### src/rtl/s_stream_feeder_pkg.sv
// Shared types and constants for the PEA border-PE stream feeder.
// Optional zero-latency bypass is enabled by defining S_STREAM_FEEDER_BYPASS_EN.
package s_stream_feeder_pkg;

    localparam int FEED_N_BITS     = 32;
    localparam int FEED_FIFO_DEPTH = 4;
    localparam int FEED_LEN_W      = 16;

    typedef enum logic [1:0] {
        FEED_IDLE   = 2'd0,
        FEED_STREAM = 2'd1,
        FEED_DRAIN  = 2'd2,
        FEED_DONE   = 2'd3
    } feeder_state_t;

endpackage

### src/rtl/s_feed_fifo.sv
// Small synchronous FIFO with registered storage; head is read straight from storage.
module s_feed_fifo #(
    parameter int N_BITS     = 32,
    parameter int FIFO_DEPTH = 4
) (
    input  logic              clk,
    input  logic              rst_n,
    input  logic              flush,
    input  logic              push,
    input  logic              pop,
    input  logic [N_BITS-1:0] data,
    output logic [N_BITS-1:0] head,
    output logic              full,
    output logic              empty
);

    localparam int PTR_W = $clog2(FIFO_DEPTH);

    logic [N_BITS-1:0] mem_r [FIFO_DEPTH];
    logic [PTR_W-1:0]  wr_ptr_r;
    logic [PTR_W-1:0]  rd_ptr_r;
    logic [PTR_W:0]    count_r;
    logic              do_push_s;
    logic              do_pop_s;

    assign full      = (count_r == (PTR_W+1)'(FIFO_DEPTH));
    assign empty     = (count_r == '0);
    assign do_push_s = push && !full;
    assign do_pop_s  = pop && !empty;
    assign head      = mem_r[rd_ptr_r];

    // Storage, pointers (wrap modulo depth) and occupancy count.
    always_ff @(posedge clk or negedge rst_n) begin
        if (!rst_n) begin
            for (int i = 0; i < FIFO_DEPTH; i++) begin
                mem_r[i] <= '0;
            end
            wr_ptr_r <= '0;
            rd_ptr_r <= '0;
            count_r  <= '0;
        end else if (flush) begin
            wr_ptr_r <= '0;
            rd_ptr_r <= '0;
            count_r  <= '0;
        end else begin
            if (do_push_s) begin
                mem_r[wr_ptr_r] <= data;
                wr_ptr_r        <= wr_ptr_r + PTR_W'(1);
            end
            if (do_pop_s) begin
                rd_ptr_r <= rd_ptr_r + PTR_W'(1);
            end
            case ({do_push_s, do_pop_s})
                2'b10:   count_r <= count_r + (PTR_W+1)'(1);
                2'b01:   count_r <= count_r - (PTR_W+1)'(1);
                default: count_r <= count_r;
            endcase
        end
    end

endmodule

### src/rtl/s_stream_feeder.sv
// Streams a programmed number of words from an upstream ready/valid source into a PE operand slot.
// Define S_STREAM_FEEDER_BYPASS_EN for a combinational empty-FIFO bypass (zero latency).
module s_stream_feeder
    import s_stream_feeder_pkg::*;
#(
    parameter int N_BITS     = FEED_N_BITS,
    parameter int FIFO_DEPTH = FEED_FIFO_DEPTH,
    parameter int LEN_W      = FEED_LEN_W
) (
    input  logic              clk_i,
    input  logic              rst_n_i,
    input  logic              mage_done_i,
    input  logic              start_i,
    input  logic [LEN_W-1:0]  len_i,
    input  logic [N_BITS-1:0] in_data_i,
    input  logic              in_valid_i,
    output logic              in_ready_o,
    input  logic              pea_ready_i,
    input  logic              pe_ready_i,
    output logic [N_BITS-1:0] op_o,
    output logic              op_valid_o,
    output logic              last_o,
    output logic              busy_o,
    output logic              done_o
);

    feeder_state_t     state_r;
    feeder_state_t     next_state_s;
    logic [LEN_W-1:0]  len_r;
    logic [LEN_W-1:0]  acc_cnt_r;
    logic [LEN_W-1:0]  iss_cnt_r;
    logic              done_r;

    logic              push_s;
    logic              pop_s;
    logic              fifo_push_s;
    logic              fifo_pop_s;
    logic              fifo_full_s;
    logic              fifo_empty_s;
    logic [N_BITS-1:0] fifo_head_s;
    logic              active_s;
    logic              last_hit_s;
    logic              acc_reached_s;

    assign active_s      = (state_r == FEED_STREAM) || (state_r == FEED_DRAIN);
    assign in_ready_o    = (state_r == FEED_STREAM) && !fifo_full_s && (acc_cnt_r < len_r);
    assign push_s        = in_valid_i && in_ready_o;
    assign pop_s         = op_valid_o && pe_ready_i && pea_ready_i;
    assign last_hit_s    = (iss_cnt_r == (len_r - LEN_W'(1)));
    assign last_o        = op_valid_o && last_hit_s;
    assign acc_reached_s = (acc_cnt_r == len_r) || (push_s && ((acc_cnt_r + LEN_W'(1)) == len_r));
    assign busy_o        = active_s;
    assign done_o        = done_r;

`ifdef S_STREAM_FEEDER_BYPASS_EN
    logic bypass_s;
    // An empty FIFO lets the incoming word straight through; a same-cycle pop skips the write.
    assign bypass_s    = fifo_empty_s && push_s;
    assign op_valid_o  = (!fifo_empty_s && active_s) || bypass_s;
    assign op_o        = bypass_s ? in_data_i : fifo_head_s;
    assign fifo_push_s = push_s && !(bypass_s && pop_s);
    assign fifo_pop_s  = pop_s && !bypass_s;
`else
    assign op_valid_o  = !fifo_empty_s && active_s;
    assign op_o        = fifo_head_s;
    assign fifo_push_s = push_s;
    assign fifo_pop_s  = pop_s;
`endif

    s_feed_fifo #(
        .N_BITS     (N_BITS),
        .FIFO_DEPTH (FIFO_DEPTH)
    ) u_fifo (
        .clk   (clk_i),
        .rst_n (rst_n_i),
        .flush (mage_done_i),
        .push  (fifo_push_s),
        .pop   (fifo_pop_s),
        .data  (in_data_i),
        .head  (fifo_head_s),
        .full  (fifo_full_s),
        .empty (fifo_empty_s)
    );

    // Next-state logic; flush overrides everything including start.
    always_comb begin
        next_state_s = state_r;
        if (mage_done_i) begin
            next_state_s = FEED_IDLE;
        end else begin
            case (state_r)
                FEED_IDLE: begin
                    if (start_i) begin
                        next_state_s = (len_i != '0) ? FEED_STREAM : FEED_DONE;
                    end else begin
                        next_state_s = FEED_IDLE;
                    end
                end
                FEED_STREAM: begin
                    if (pop_s && last_hit_s) begin
                        next_state_s = FEED_DONE;
                    end else if (acc_reached_s) begin
                        next_state_s = FEED_DRAIN;
                    end else begin
                        next_state_s = FEED_STREAM;
                    end
                end
                FEED_DRAIN: begin
                    if (pop_s && last_hit_s) begin
                        next_state_s = FEED_DONE;
                    end else begin
                        next_state_s = FEED_DRAIN;
                    end
                end
                FEED_DONE: next_state_s = FEED_IDLE;
                default:   next_state_s = FEED_IDLE;
            endcase
        end
    end

    // State, run length, push/pop counters and the registered completion pulse.
    always_ff @(posedge clk_i or negedge rst_n_i) begin
        if (!rst_n_i) begin
            state_r   <= FEED_IDLE;
            len_r     <= '0;
            acc_cnt_r <= '0;
            iss_cnt_r <= '0;
            done_r    <= 1'b0;
        end else if (mage_done_i) begin
            state_r   <= FEED_IDLE;
            acc_cnt_r <= '0;
            iss_cnt_r <= '0;
            done_r    <= 1'b0;
        end else begin
            state_r <= next_state_s;
            done_r  <= (state_r == FEED_DONE);
            if ((state_r == FEED_IDLE) && start_i) begin
                len_r     <= len_i;
                acc_cnt_r <= '0;
                iss_cnt_r <= '0;
            end else begin
                if (push_s) begin
                    acc_cnt_r <= acc_cnt_r + LEN_W'(1);
                end
                if (pop_s) begin
                    iss_cnt_r <= iss_cnt_r + LEN_W'(1);
                end
            end
        end
    end

endmodule

### config.mk
export PLATFORM = sky130hd
export DESIGN_NAME = s_stream_feeder
export DESIGN_NICKNAME = d
export VERILOG_FILES = /design/src/rtl/s_stream_feeder_pkg.sv /design/src/rtl/s_feed_fifo.sv /design/src/rtl/s_stream_feeder.sv
export SDC_FILE = /design/constraint.sdc
export NUM_CORES = 1
export LEC_CHECK = 0
export CORE_ASPECT_RATIO = 1.4
export CORE_MARGIN = 4
export CORE_UTILIZATION = 35
export DETAILED_ROUTE_END_ITERATION = 10
export PLACE_DENSITY = 0.52
export SETUP_SLACK_MARGIN = 0.4
export SLEW_MARGIN = 30
export SYNTH_ARGS = -nofsm -noshare
export SYNTH_HDL_FRONTEND = slang
export SYNTH_SLANG_ARGS = --single-unit
### constraint.sdc
create_clock -name clk_i -period 4.85 [get_ports clk_i]
set_input_delay 0.7275 -clock clk_i [delete_from_list [all_inputs] [get_ports clk_i]]
set_output_delay 0.7275 -clock clk_i [all_outputs]
set_load 0.02 [all_outputs]
==> summary.txt <==
Finish
  – Fillcell total: 2655
  – Fraction of layout cells with a size suffix above 1: 0.263
  – Area growth from synthesis to layout: 19.4%
  – N_diodes: 0
  – Final net count: 963
  – Flip-flop and latch area: 4660 µm²
  – Multi-input gate area: 4850 µm²

Yosys
  – Cells after Synth: 801
  – Most common cell in the synthesized netlist: dfrtp_1
  – Ys Warns: 0
  – Share of flip-flops with an asynchronous set or reset: 1.00
  – Share of the synthesized area in the top cell type: 0.474
  – Synth area leaders: dfrtp_1, mux2_2, mux4_2
  – Sequential-to-total area share from yosys stat: 0.474
  – Seq cells post-synth: 186
  – Mean post-synth cell area: 12.2 µm²
  – EDFF count, synth: 0
  – Synthesized area: 9810 µm²
  – Cell taking the most area after synthesis: dfrtp_1
  – Post-synthesis cell type count: 56
  – Commonest cells post-synth: dfrtp_1, mux2_2, nor2_1
  – Syn Nets: 885
  – Main flop type after synthesis: dfrtp_1

Drt
  – DR top layer: met5
  – DR pass1 iterations: 5
  – DR WL/cell: 18.2 µm
  – Vias: 6505
  – Routed met1 length: 9820 µm
  – Antenna-violating nets left: 0
  – Routed Wire Length: 23000 µm
  – Met2 routed WL: 11500 µm
  – Drc violations: 0
  – Vias per cell: 5.15
  – Starting DRT DRC Count: 305
  – DR WL met3: 934 µm

Worst setup path
  – CP Capture Type: primary output
  – Crit path launch: len_r[0]
  – Cell depth of the worst setup path: 8
  – End of the worst register-to-register path: u_fifo.mem_r[124]
  – R2R cell count: 11
  – Worst r2r src: len_r[9]
  – Flop-to-flop setup slack: 1.39 ns
  – CP max FO: 8
  – CP Class: flip-flop to primary output
  – Crit-path slowest cell: clkdlybuf4s50_1
  – WP buf/inv: 2
  – CP cell instances: inv_1 -> ha_1 -> nor4b_2 -> a21oi_1 -> nor4_1 -> o2111ai_1 -> nor3_1 -> clkdlybuf4s50_1
  – Element type at the critical path start: flip-flop
  – CP peak stage delay: 0.67 ns
  – Crit path DAT: 3.36 ns
  – Req. time, crit path: 4.12 ns
  – Worst setup path end: last_o
  – Top delay family on crit path: simple AND/OR/NAND/NOR gates

Timing
  – Fin. max-slew vios: 0
  – Final min period: 4.09 ns
  – RSZ-0062 raised after global routing: no
  – Slew @ Worst Pin: 0.797 ns
  – Slew headroom: 0.467
  – Clk_skew: 0.0114 ns
  – Maximum clock rate: 245 MHz
  – Endpoints failing setup: 0
  – Final hold viol count: 0
  – Final TNS setup: 0 ns
  – Post-route clock period utilization: 0.843

Clock network
  – CTS Hold Bufs: 0
  – Post CTS Setup Buffer Count: 0
  – Num Clock Sinks: 186
  – CTS Buf Count: 17
  – Max Buffers Root-to-Sink: 2
  – Clk_lat worst skew: 0.44 ns
  – Clock-pin slew on the worst setup and hold paths: 0.08 ns
  – CTS root buf: clkbuf_16
  – TritonCTS clock tree: yes
  – H-Tree Depth: 4
  – CTS resizes: 0

Floorplanning
  – # rows: 72
  – Core area: 27700 µm²
  – Die Y: 206 µm
  – # IOs: 92
  – Chip width: 150 µm
  – Die ar.: 30800 µm²
  – Initial Util: 0.355

Pwr
  – Sw frac: 0.312
  – Comb pwr share: 0.294
  – Pleak: 0.00513 µW
  – Clock Power Share: 0.290
  – Cell Pwr Density: 424 nW/µm²
  – Switching power: 1550 µW
  – Internal power: 3420 µW
  – Worst ir drop on vdd: 226 µV
  – Total power: 4970 µW
  – Sequential share of power: 0.416

Global route
  – Initial antenna violation count: 1
  – Overall Global Routing Usage: 0.159
  – Grt ovf: 0
  – First-pass GRT wire length: 38300 µm
  – Vias in the first global route: 7058
  – Maximum number of pins on one net before global-route repair: 129

Run
  – Number of max-cap violations: 0

Placement
  – GPL Wtd Cong: 0.850
  – I/O Buffers: 91
  – DP Wirelength: 16000 µm

Min path
  – Min-Delay Path Class: input port to asynchronous set/reset pin

Status
  – Outcome: finished clean
[cell families (layout without fill, tap and decap cells)]
kind of cell    after synthesis  after routing  share of synthesized area
simple gates                192            192                      0.103
compound gates               69             69                     0.0473
buf+inv                      75            166                     0.0319
mux                         181            181                      0.244
xor+xnor                     69             69                     0.0616
flops                       186            186                      0.474
fa+ha+maj                    29             29                     0.0378
[final cells by class]
cell class | instances | area share
clock buffers | 19 | 0.0378
clock inverters | 13 | 0.0137
inverters | 30 | 0.00962
multi-input cells | 540 | 0.414
flip-flops and latches | 186 | 0.398
well taps | 370 | 0.0395
repair buffers | 104 | 0.0874
[state kept, by name (all words and copies together), names as in the netlist]
| name | flops |
|---|---|
| u_fifo.wr_ptr_r | 2 |
| u_fifo.rd_ptr_r | 2 |
| len_r | 16 |
| done_o | 1 |
| iss_cnt_r | 16 |
| u_fifo.count_r | 3 |
| acc_cnt_r | 16 |
| u_fifo.mem_r | 128 |
| state_r | 2 |
[through the flow]
stage | instance area [µm²] | util | setup WS, ns | hold slack, ns | std cells
3_3_place_gp | 11100 | 0.401 | 1.25 | 0.481 | 1230
2_1_floorplan | 9810 | - | 1.87 | 0.432 | 801
5_1_grt | 11700 | 0.423 | 0.458 | 0.325 | 1262
3_5_place_dp | 11100 | 0.402 | 1.26 | 0.487 | 1230
6_report | 11700 | 0.423 | 0.764 | 0.274 | 1262
4_1_cts | 11700 | 0.423 | 0.751 | 0.318 | 1262
[cells in the final DEF (no fill, tap or decap), types with 5 or more instances in the layout]
cell type	netlist	final
buf_4	0	13
nor2_1	58	58
and3_1	9	9
nand4_1	19	19
nor4_1	8	8
nor3_1	11	11
xor2_1	41	41
mux2i_1	5	5
nand3_1	20	20
mux2_2	144	144
dfrtp_1	186	185
nor2b_1	8	8
ha_1	28	28
clkdlybuf4s50_1	0	90
a21oi_1	17	17
o21ai_0	16	16
xnor2_1	28	28
nand2_1	29	25
or3_1	6	6
clkbuf_16	0	18
mux4_2	32	32
inv_1	30	30
[power groups by stage]
stage / Combinational, µW / Sequential (µW) / Clock, µW
5_1_grt: 1590 / 2110 / 1550
6_report: 1460 / 2070 / 1440
2_1_floorplan: 1020 / 1960 / 0
4_1_cts: 1490 / 2070 / 1490
3_5_place_dp: 1480 / 2100 / 0
3_3_place_gp: 1470 / 2090 / 0
[metal layers]
metal	vias up	GRT usage
li1	3043	-
met1	3293	0.198
met2	128	0.271
met3	39	0.0283
met4	2	0.0677
met5	-	0
[worst min-delay path by stage]
stage / start / end / slack (ns) / cells after the start
6_report: rst_n_i / u_fifo.mem_r[36] / 0.27 / 1
5_1_grt: rst_n_i / u_fifo.mem_r[100] / 0.33 / 1
4_1_cts: rst_n_i / u_fifo.mem_r[100] / 0.32 / 1
3_5_place_dp: u_fifo.mem_r[42] / u_fifo.mem_r[42] / 0.49 / 1
3_3_place_gp: u_fifo.mem_r[42] / u_fifo.mem_r[42] / 0.48 / 1
2_1_floorplan: rst_n_i / acc_cnt_r[0] / 0.43 / 0
Note: power is estimated with default switching activity, not from simulation.
